`config.mk`:
```
export PLATFORM = sky130hd
export DESIGN_NAME = switch_port_reader
export DESIGN_NICKNAME = d
export VERILOG_FILES = /design/src/rtl/switch_pkg.sv /design/src/rtl/port_rx_fifo.sv /design/src/rtl/switch_port_reader.sv
export SDC_FILE = /design/constraint.sdc
export NUM_CORES = 1
export LEC_CHECK = 0
export CAP_MARGIN = 20
export CORE_ASPECT_RATIO = 2
export CORE_MARGIN = 3
export CORE_UTILIZATION = 47
export CTS_BUF_LIST = sky130_fd_sc_hd__clkbuf_8
export DETAILED_ROUTE_END_ITERATION = 8
export PLACE_DENSITY_LB_ADDON = 0.1
export SLEW_MARGIN = 20
export SYNTH_ARGS = -nofsm -noshare
export SYNTH_HDL_FRONTEND = slang
export SYNTH_SLANG_ARGS = --single-unit
```
`constraint.sdc`:
```
create_clock -name clk -period 2.05 [get_ports clk]
set_input_delay 0.5125 -clock clk [delete_from_list [all_inputs] [get_ports clk]]
set_output_delay 0.5125 -clock clk [all_outputs]
set_load 0.03 [all_outputs]
```
`src/rtl/switch_pkg.sv`:
```
// Shared definitions for the switch output-port reader: FSM states and
// header layout of a packet (DA, SA, LEN, payload, FCS).
package switch_pkg;

    typedef enum logic [2:0] {
        IDLE,
        HDR,
        PAYLOAD,
        FCS,
        END
    } state_t;

    typedef enum logic [1:0] {
        DA_OFS  = 2'd0,
        SA_OFS  = 2'd1,
        LEN_OFS = 2'd2
    } hdr_ofs_t;

    localparam logic [1:0] HDR_LEN = 2'd3;

endpackage

```
`src/rtl/port_rx_fifo.sv`:
```
// Small synchronous FIFO buffering tagged bytes between the switch port
// and the downstream consumer; head entry is visible without a pop.
module port_rx_fifo #(
    parameter int WIDTH = 10,
    parameter int DEPTH = 4
) (
    input  logic                       clk,
    input  logic                       reset,
    input  logic                       push,
    input  logic [WIDTH-1:0]           push_data,
    input  logic                       pop,
    output logic [WIDTH-1:0]           pop_data,
    output logic                       full,
    output logic                       empty,
    output logic [$clog2(DEPTH):0]     free
);

    localparam int AW = $clog2(DEPTH);
    localparam int CW = AW + 1;

    logic [WIDTH-1:0] mem [DEPTH];
    logic [AW-1:0]    wr_ptr;
    logic [AW-1:0]    rd_ptr;
    logic [CW-1:0]    count;
    logic             do_push;
    logic             do_pop;

    always_comb begin
        do_push  = push && !full;
        do_pop   = pop && !empty;
        empty    = (count == '0);
        full     = (count == CW'(DEPTH));
        free     = CW'(DEPTH) - count;
        pop_data = mem[rd_ptr];
    end

    // Storage needs no reset: an entry is only read after it was written.
    always_ff @(posedge clk) begin
        if (do_push) begin
            mem[wr_ptr] <= push_data;
        end
    end

    always_ff @(posedge clk or posedge reset) begin
        if (reset) begin
            wr_ptr <= '0;
            rd_ptr <= '0;
            count  <= '0;
        end else begin
            if (do_push) begin
                wr_ptr <= wr_ptr + 1'b1;
            end
            if (do_pop) begin
                rd_ptr <= rd_ptr + 1'b1;
            end
            case ({do_push, do_pop})
                2'b10:   count <= count + 1'b1;
                2'b01:   count <= count - 1'b1;
                default: count <= count;
            endcase
        end
    end

endmodule

```
`src/rtl/switch_port_reader.sv`:
```
// Reads one packet at a time from a switch output port, checks DA/FCS/length
// and forwards the bytes with sop/eop tags through a small output FIFO.
module switch_port_reader
    import switch_pkg::*;
#(
    parameter int DATA_W     = 8,
    parameter int FIFO_DEPTH = 4,
    parameter int CNT_W      = 16
) (
    input  logic              clk,
    input  logic              reset,
    input  logic              ready,
    output logic              read,
    input  logic [DATA_W-1:0] port_data,
    input  logic [DATA_W-1:0] my_addr,
    output logic              out_valid,
    input  logic              out_ready,
    output logic [DATA_W-1:0] out_data,
    output logic              out_sop,
    output logic              out_eop,
    output logic              pkt_done,
    output logic              fcs_err,
    output logic              da_err,
    output logic              len_err,
    output logic [CNT_W-1:0]  pkt_count
);

    localparam int FW = DATA_W + 2;
    localparam int CW = $clog2(FIFO_DEPTH) + 1;
    localparam int LW = DATA_W + 1;

    state_t          state;
    state_t          next_state;
    logic [LW-1:0]   rd_left;
    logic            under_pend;
    logic            cap_vld;
    logic            cap_sop;
    logic            cap_len;
    logic            cap_fcs;
    logic [DATA_W-1:0] crc;
    logic [1:0]      hdr_idx;
    logic            active;
    logic            due;
    logic            underrun;
    logic            filler_push;
    logic            start;
    logic            push;
    logic [FW-1:0]   push_data;
    logic [FW-1:0]   pop_data;
    logic            pop;
    logic            fifo_full;
    logic            fifo_empty;
    logic [CW-1:0]   fifo_free;

    // Reads need two free slots because the previous byte may still be in flight.
    always_comb begin
        hdr_idx     = HDR_LEN - rd_left[1:0];
        start       = (state == IDLE) && ready;
        active      = (state == HDR) || (state == PAYLOAD) || (state == FCS);
        due         = active && (rd_left != '0) && !under_pend;
        read        = due && ready && (fifo_free >= CW'(2));
        underrun    = due && !ready;
        filler_push = under_pend && !fifo_full;
        push        = cap_vld || filler_push;
        push_data   = filler_push ? {1'b0, 1'b1, {DATA_W{1'b0}}}
                                  : {cap_sop, cap_fcs, port_data};
        pkt_done    = (state == END);
    end

    always_comb begin
        out_valid = !fifo_empty;
        pop       = out_valid && out_ready;
        {out_sop, out_eop, out_data} = out_valid ? pop_data : '0;
    end

    always_ff @(posedge clk or posedge reset) begin
        if (reset) begin
            state <= IDLE;
        end else begin
            state <= next_state;
        end
    end

    always_comb begin
        next_state = state;
        case (state)
            IDLE:    if (ready) next_state = HDR;
            HDR: begin
                if (filler_push) begin
                    next_state = END;
                end else if (cap_vld && cap_len) begin
                    next_state = (port_data == '0) ? FCS : PAYLOAD;
                end
            end
            PAYLOAD: begin
                if (filler_push) begin
                    next_state = END;
                end else if (read && rd_left == LW'(1)) begin
                    next_state = FCS;
                end
            end
            FCS: begin
                if (filler_push || (cap_vld && cap_fcs)) begin
                    next_state = END;
                end
            end
            END:     next_state = IDLE;
            default: next_state = IDLE;
        endcase
    end

    // The last payload read reloads the counter with the single FCS read.
    always_ff @(posedge clk or posedge reset) begin
        if (reset) begin
            rd_left    <= '0;
            under_pend <= 1'b0;
            cap_vld    <= 1'b0;
            cap_sop    <= 1'b0;
            cap_len    <= 1'b0;
            cap_fcs    <= 1'b0;
            crc        <= '0;
            fcs_err    <= 1'b0;
            da_err     <= 1'b0;
            len_err    <= 1'b0;
            pkt_count  <= '0;
        end else begin
            cap_vld <= read;
            cap_sop <= read && (state == HDR) && (hdr_idx == DA_OFS);
            cap_len <= read && (state == HDR) && (hdr_idx == LEN_OFS);
            cap_fcs <= read && (state == FCS);
            if (start) begin
                rd_left    <= LW'(HDR_LEN);
                under_pend <= 1'b0;
                crc        <= '0;
                fcs_err    <= 1'b0;
                da_err     <= 1'b0;
                len_err    <= 1'b0;
            end else begin
                if (cap_vld && cap_len) begin
                    rd_left <= (port_data == '0) ? LW'(1) : LW'(port_data);
                end else if (read) begin
                    rd_left <= (state == PAYLOAD && rd_left == LW'(1)) ? LW'(1)
                                                                        : rd_left - LW'(1);
                end else if (underrun) begin
                    rd_left <= '0;
                end
                if (underrun) begin
                    under_pend <= 1'b1;
                    len_err    <= 1'b1;
                end else if (filler_push) begin
                    under_pend <= 1'b0;
                end
                if (cap_vld && !cap_fcs) begin
                    crc <= crc ^ port_data;
                end
                if (cap_vld && cap_sop) begin
                    da_err <= (port_data != my_addr);
                end
                if (cap_vld && cap_fcs) begin
                    fcs_err <= (port_data != crc);
                end
            end
            if (state == END) begin
                pkt_count <= pkt_count + 1'b1;
            end
        end
    end

    port_rx_fifo #(
        .WIDTH(FW),
        .DEPTH(FIFO_DEPTH)
    ) u_fifo (
        .clk      (clk),
        .reset    (reset),
        .push     (push),
        .push_data(push_data),
        .pop      (pop),
        .pop_data (pop_data),
        .full     (fifo_full),
        .empty    (fifo_empty),
        .free     (fifo_free)
    );

endmodule

```
-- Word level (Yosys, flattened, before mapping)
Memories as Yosys holds them, arrays and structs flattened.
Cells that the tools add are included.
- add/sub/neg operators: 8
- multiply operators: 0
- divide/modulo/power cells: 0
- magnitude comparators: 1
- equality and inequality tests: 15
- shift-type cells: 0
- mux-type cells: 30
- bitwise operators: 1
- reduce and logical (&&, ||, !) cells: 42
- operators with widths (operator ; count):
    9-bit two-way mux ; 5
    8-bit two-way mux ; 3
    1-bit logical AND ; 20
    10-bit two-way mux ; 2
    3-bit two-way mux ; 6
    16-bit by 1-bit adder with 16-bit output (second input constant) ; 1
    8-bit inequality test ; 2
    1-bit two-way mux ; 12
    3-bit case mux with 4 select lines ; 1
    2-bit nonzero test ; 5
    9-bit by 1-bit == test with 1-bit output (second input constant) ; 1
    9-bit nonzero test ; 1
    9-bit by 1-bit subtractor with 9-bit output (second input constant) ; 1
    8-bit logical NOT ; 1
    8-bit XOR ; 1
    3-bit by 2-bit == test with 1-bit output (second input constant) ; 2
    3-bit == test (second input constant) ; 2
    3-bit logical NOT ; 2
    3-bit inequality test (second input constant) ; 2
    3-bit case mux with 2 select lines ; 1
    1-bit logical NOT ; 5
    2-bit by 1-bit adder with 2-bit output (second input constant) ; 2
    2-bit == test (second input constant) ; 2
    1-bit logical OR ; 4
    12 further kinds ; 13
- flip-flop bits (word level): 51
- bits in latches: 0
- memory bits (writable): 40
- bits in read-only memories: 0
- input port bits: 20
- output and inout bits: 32
- word-level logic and storage cells: 113
- memories kept: 1
- memory list (memory ; words ; bits a word ; rd ports ; clocked after Yosys merged registers in ; write ports ; RTL line ; RTL):
    u_fifo.mem ; 4 ; 10 ; 1 ; 0 ; 1 ; port_rx_fifo.sv:21 ; logic [WIDTH-1:0] mem [DEPTH];

-- Depth between registers and ports, before layout
- depth in word-level cells: 11
- depth in mapped cells: 11
- gate-level depth less buffers: 11

-- Hierarchy
A second synthesis with hierarchy kept.
- cells, all modules: 379
- area, all modules: 4541.9 µm²
- by module, submodules not included (module ; times used ; cells each ; area an instance (µm²) ; sequential area each (µm²)):
    switch_port_reader ; 1 ; 283 ; 2635.0 ; 1101.1
    port_rx_fifo ; 1 ; 96 ; 1906.8 ; 1376.3

-- Least setup slack after synthesis
OpenSTA, ideal clock, no wires.
- path type: register -> output
- start point: register u_fifo.count[0]
- end point: output read
- data arrival time: 1824 ps
- data required time: 1537 ps
- slack: -287 ps
- cell stages (with the launch flop): 7
- path buffers: 0
- cells stage by stage: dfrtp_1 -> inv_1 -> ha_1 -> ha_1 -> or3b_1 -> nand4b_4 -> nor2b_1
- word-level cells in the longest chain between the ends: 3
- RTL lines (item ; RTL line ; RTL):
    from (decl) ; port_rx_fifo.sv:24 ; logic [CW-1:0] count;
    from (signal assigned) ; port_rx_fifo.sv:57 ; 2'b10: count <= count + 1'b1;
    from (signal assigned) ; port_rx_fifo.sv:58 ; 2'b01: count <= count - 1'b1;
    from (signal assigned) ; port_rx_fifo.sv:59 ; default: count <= count;
    3-bit subtractor ; port_rx_fifo.sv:33 ; free = CW'(DEPTH) - count;
    3-bit by 2-bit greater-or-equal comparator with 1-bit output ; switch_port_reader.sv:61 ; read = due && ready && (fifo_free >= CW'(2));
    1-bit logical AND ; switch_port_reader.sv:61 ;
    to (decl) ; switch_port_reader.sv:13 ; output logic read,
No other way between the ends.

-- Worst setup path after layout
Ends and elaborated chain as after synthesis.

==> results.sh <==
export IMPL_synth_edf_count=40
export IMPL_async_flop_share_pct=56.0
export IMPL_rsz0062_at_grt="true"
export IMPL_synth_top_cell_area_share_pct=28.1
export IMPL_hold_path_class="register to register"
export IMPL_synth_nets=410
export IMPL_crit_chain="inv_2 > ha_4 > ha_4 > or3b_4 > nand4b_4 > nor2b_4 > buf_6"
export IMPL_critPathMaxFanout=2
export IMPL_relSlewSlack_pct=45.0
export IMPL_num_vias=3248
export IMPL_grt_ovfl_total=0
export IMPL_cpMostUsedCell="ha_4"
export IMPL_avgSynthCellArea_um2=12.1
export IMPL_ys_seq_elements=91
export IMPL_cp_required_ns=1.54
export IMPL_r2r_end="rd_left[7]$_DFFE_PP0P_"
export IMPL_fp_dieW_um=75.5
export IMPL_hold_path_depth=1
export IMPL_ys_warn_count=0
export IMPL_drtIter0Drc=115
export IMPL_endpoint_kind="output port"
export IMPL_syn_to_final_growth_pct=35.0
export IMPL_path_delay_family="simple AND/OR/NAND/NOR gates"
export IMPL_drv_cap=0
export IMPL_status="complete, but fails checks"
export IMPL_slew_viol_final=0
export IMPL_min_to="pkt_count[15]$_DFFE_PP0P_"
export IMPL_clkTransAtPathRegs_ns=0.09
export IMPL_netlist_area_um2=4540
export IMPL_clock_sinks=91
export IMPL_hp_start="pkt_count[15]$_DFFE_PP0P_"
export IMPL_dpl_worst_slack_ns=-0.150
export IMPL_design_core_area_um2=9380
export IMPL_synth_top_flop_cell="dfrtp_1"
export IMPL_first_global_vias=3393
export IMPL_via_per_inst=5.44
export IMPL_cp_num_buf_inv=2
export IMPL_power_leakage_nw=2.61
export IMPL_final_common_cell="dfrtp_1"
export IMPL_crit_slowest_cell="or3b_4"
export IMPL_arrival_ns=1.91
export IMPL_cellPowerDensity_nw_per_um2=1510
export IMPL_std_cell_rows=50
export IMPL_worst_slew_pin_slew_ns=0.826
export IMPL_fin_nets=523
export IMPL_skew_ns=0.00822
export IMPL_grt_max_degree=52
export IMPL_violations="negative setup slack"
export IMPL_finalWeightedCongestion=0.915
export IMPL_reg2reg_depth=10
export IMPL_firstDrtPassIters=5
export IMPL_synthTopCellsByArea="dfrtp_1, edfxtp_1, xnor2_1"
export IMPL_cts_made_buffers=9
export IMPL_die_y_um=145
export IMPL_cts_hold_buf=0
export IMPL_synth_top_area_cell="dfrtp_1"
export IMPL_final_cell_mix="dfrtp_1, buf_4, edfxtp_1"
export IMPL_grt_usage_pct=20.1
export IMPL_netlist_instances=375
export IMPL_hold_violations=0
export IMPL_max_freq_mhz=413
export IMPL_rr_startpoint="u_fifo.count[0]$_DFFE_PP0P_"
export IMPL_grt_pass1_wl_um=16700
export IMPL_wl_per_cell_um=17.5
export IMPL_cts_tree="built"
export IMPL_place_area_um2=5520
export IMPL_ys_seq_area_share_pct=54.6
export IMPL_startpoint_type="register"
export IMPL_antenna_cells=0
export IMPL_num_io_pins=52
export IMPL_layout_setup_ws_ns=-0.373
export IMPL_portBuffers=51
export IMPL_htree_levels=3
export IMPL_antenna_found_initial=0
export IMPL_synth_cell_types=55
export IMPL_setup_viol=22
export IMPL_fin_total_pwr_w=0.00925
export IMPL_clockRootBuffer="clkbuf_8"
export IMPL_die_area_um2=10900
export IMPL_fin_crit_sh_pct=118
export IMPL_final_antenna_net_count=0
export IMPL_start_util_pct=48.3
export IMPL_cpPeakStageDelay_ns=0.39
export IMPL_final_area_um2=6130
export IMPL_drive_gt1_share_pct=30.2
export IMPL_reg2reg_slack_ns=-0.23
export IMPL_hpwl_um=7290
export IMPL_ctsLongestPathBuffers=2
export IMPL_drcViolationCount=0
export IMPL_worstSkewPairLatency_ns=0.37
export IMPL_peakVddDrop_uv=1030
export IMPL_path_class="register to output port"
export IMPL_period_minus_slack_ns=2.42
export IMPL_wl_um=10500
through the flow:
stage,cells,hold slack [ns],TNS (ns),util (%)
final,597,0.478,-4.16,65.3
after CTS,592,0.488,-3.34,63.9
after global placement,566,0.461,-0.864,58.8
after global routing,597,0.505,-5.78,65.3
after detailed placement,566,0.473,-1.27,58.8
after floorplan,375,0.437,-0.107,-
synth_stat cells, drive strengths merged, types with 2 or more instances:
cell type and instances:
buf 7, nor3 5, nand3b 2, edfxtp 40, nand4 8, nor2 31
o21ai 5, a21oi 14, and3 4, nand3 10, xor2 16, mux4 10
inv 16, nor3b 4, a311oi 2, xnor2 30, a22oi 2, ha 14
nand4b 2, clkbuf 6, nand2 34, a31oi 2, and2 24, nor4 7
nand2b 4, nor2b 4, a32oi 3, dfrtp 51
per-layer routing:
metal / global-route usage (%) / wire length [µm]
met5: 0 / 0
met1: 22.2 / 3810
met3: 4.16 / 297
met2: 36.4 / 6190
met4: 6.83 / 176
kinds of logic after synthesis:
| kind of cell | Yosys count | synth area share (%) |
|---|---|---|
| buf+inv | 29 | 2.65 |
| xor+xnor | 46 | 8.88 |
| simple gates | 144 | 18.1 |
| compound gates | 38 | 6.01 |
| fa+ha+maj | 15 | 4.30 |
| mux | 12 | 5.43 |
| flops | 91 | 54.6 |
flip-flops by register name, indices dropped and copies added (netlist names), 2 cells and up:
name / cells
u_fifo.mem: 40
state: 3
u_fifo.wr_ptr: 2
pkt_count: 16
u_fifo.rd_ptr: 2
crc: 8
rd_left: 9
u_fifo.count: 3
report_power, final:
| group | switching (W) | internal, W |
|---|---|---|
| Combinational | 0.00248 | 0.00258 |
| Sequential | 0.000392 | 0.00243 |
| Clock | 0.000663 | 0.000696 |
| Total | 0.00354 | 0.00571 |
repair_timing:
item | 4_1_cts | 5_1_grt
buffers inserted | 8 | 5
gates resized for setup | 48 | 19
hold endpoints to repair | 0 | 0
setup endpoints to repair | 26 | 29
pin swaps | 30 | 24
gates cloned | 3 | 1
cell type report:
cell class / instances / area, µm²
tap: 104 / 130
clock buffer: 9 / 124
multi-input combinational: 257 / 2120
fill: 749 / 3260
inverter: 16 / 63.8
clock inverter: 7 / 98.8
sequential: 91 / 2480
timing repair inverter: 1 / 7.51
timing repair buffer: 112 / 1100
worst max-delay path by stage:
stage,startpoint,end,slack (ns),cells after the start
4_1_cts,u_fifo.count[0]$_DFFE_PP0P_,read,-0.40,7
5_1_grt,u_fifo.count[0]$_DFFE_PP0P_,read,-0.45,7
3_5_place_dp,u_fifo.count[0]$_DFFE_PP0P_,rd_left[4]$_DFFE_PP0P_,-0.15,8
6_report,u_fifo.count[0]$_DFFE_PP0P_,read,-0.37,7
3_3_place_gp,u_fifo.count[0]$_DFFE_PP0P_,rd_left[3]$_DFFE_PP0P_,-0.12,8
2_1_floorplan,u_fifo.count[0]$_DFFE_PP0P_,read,-0.09,6
No activity file was read; power rests on OpenSTA's default activity.
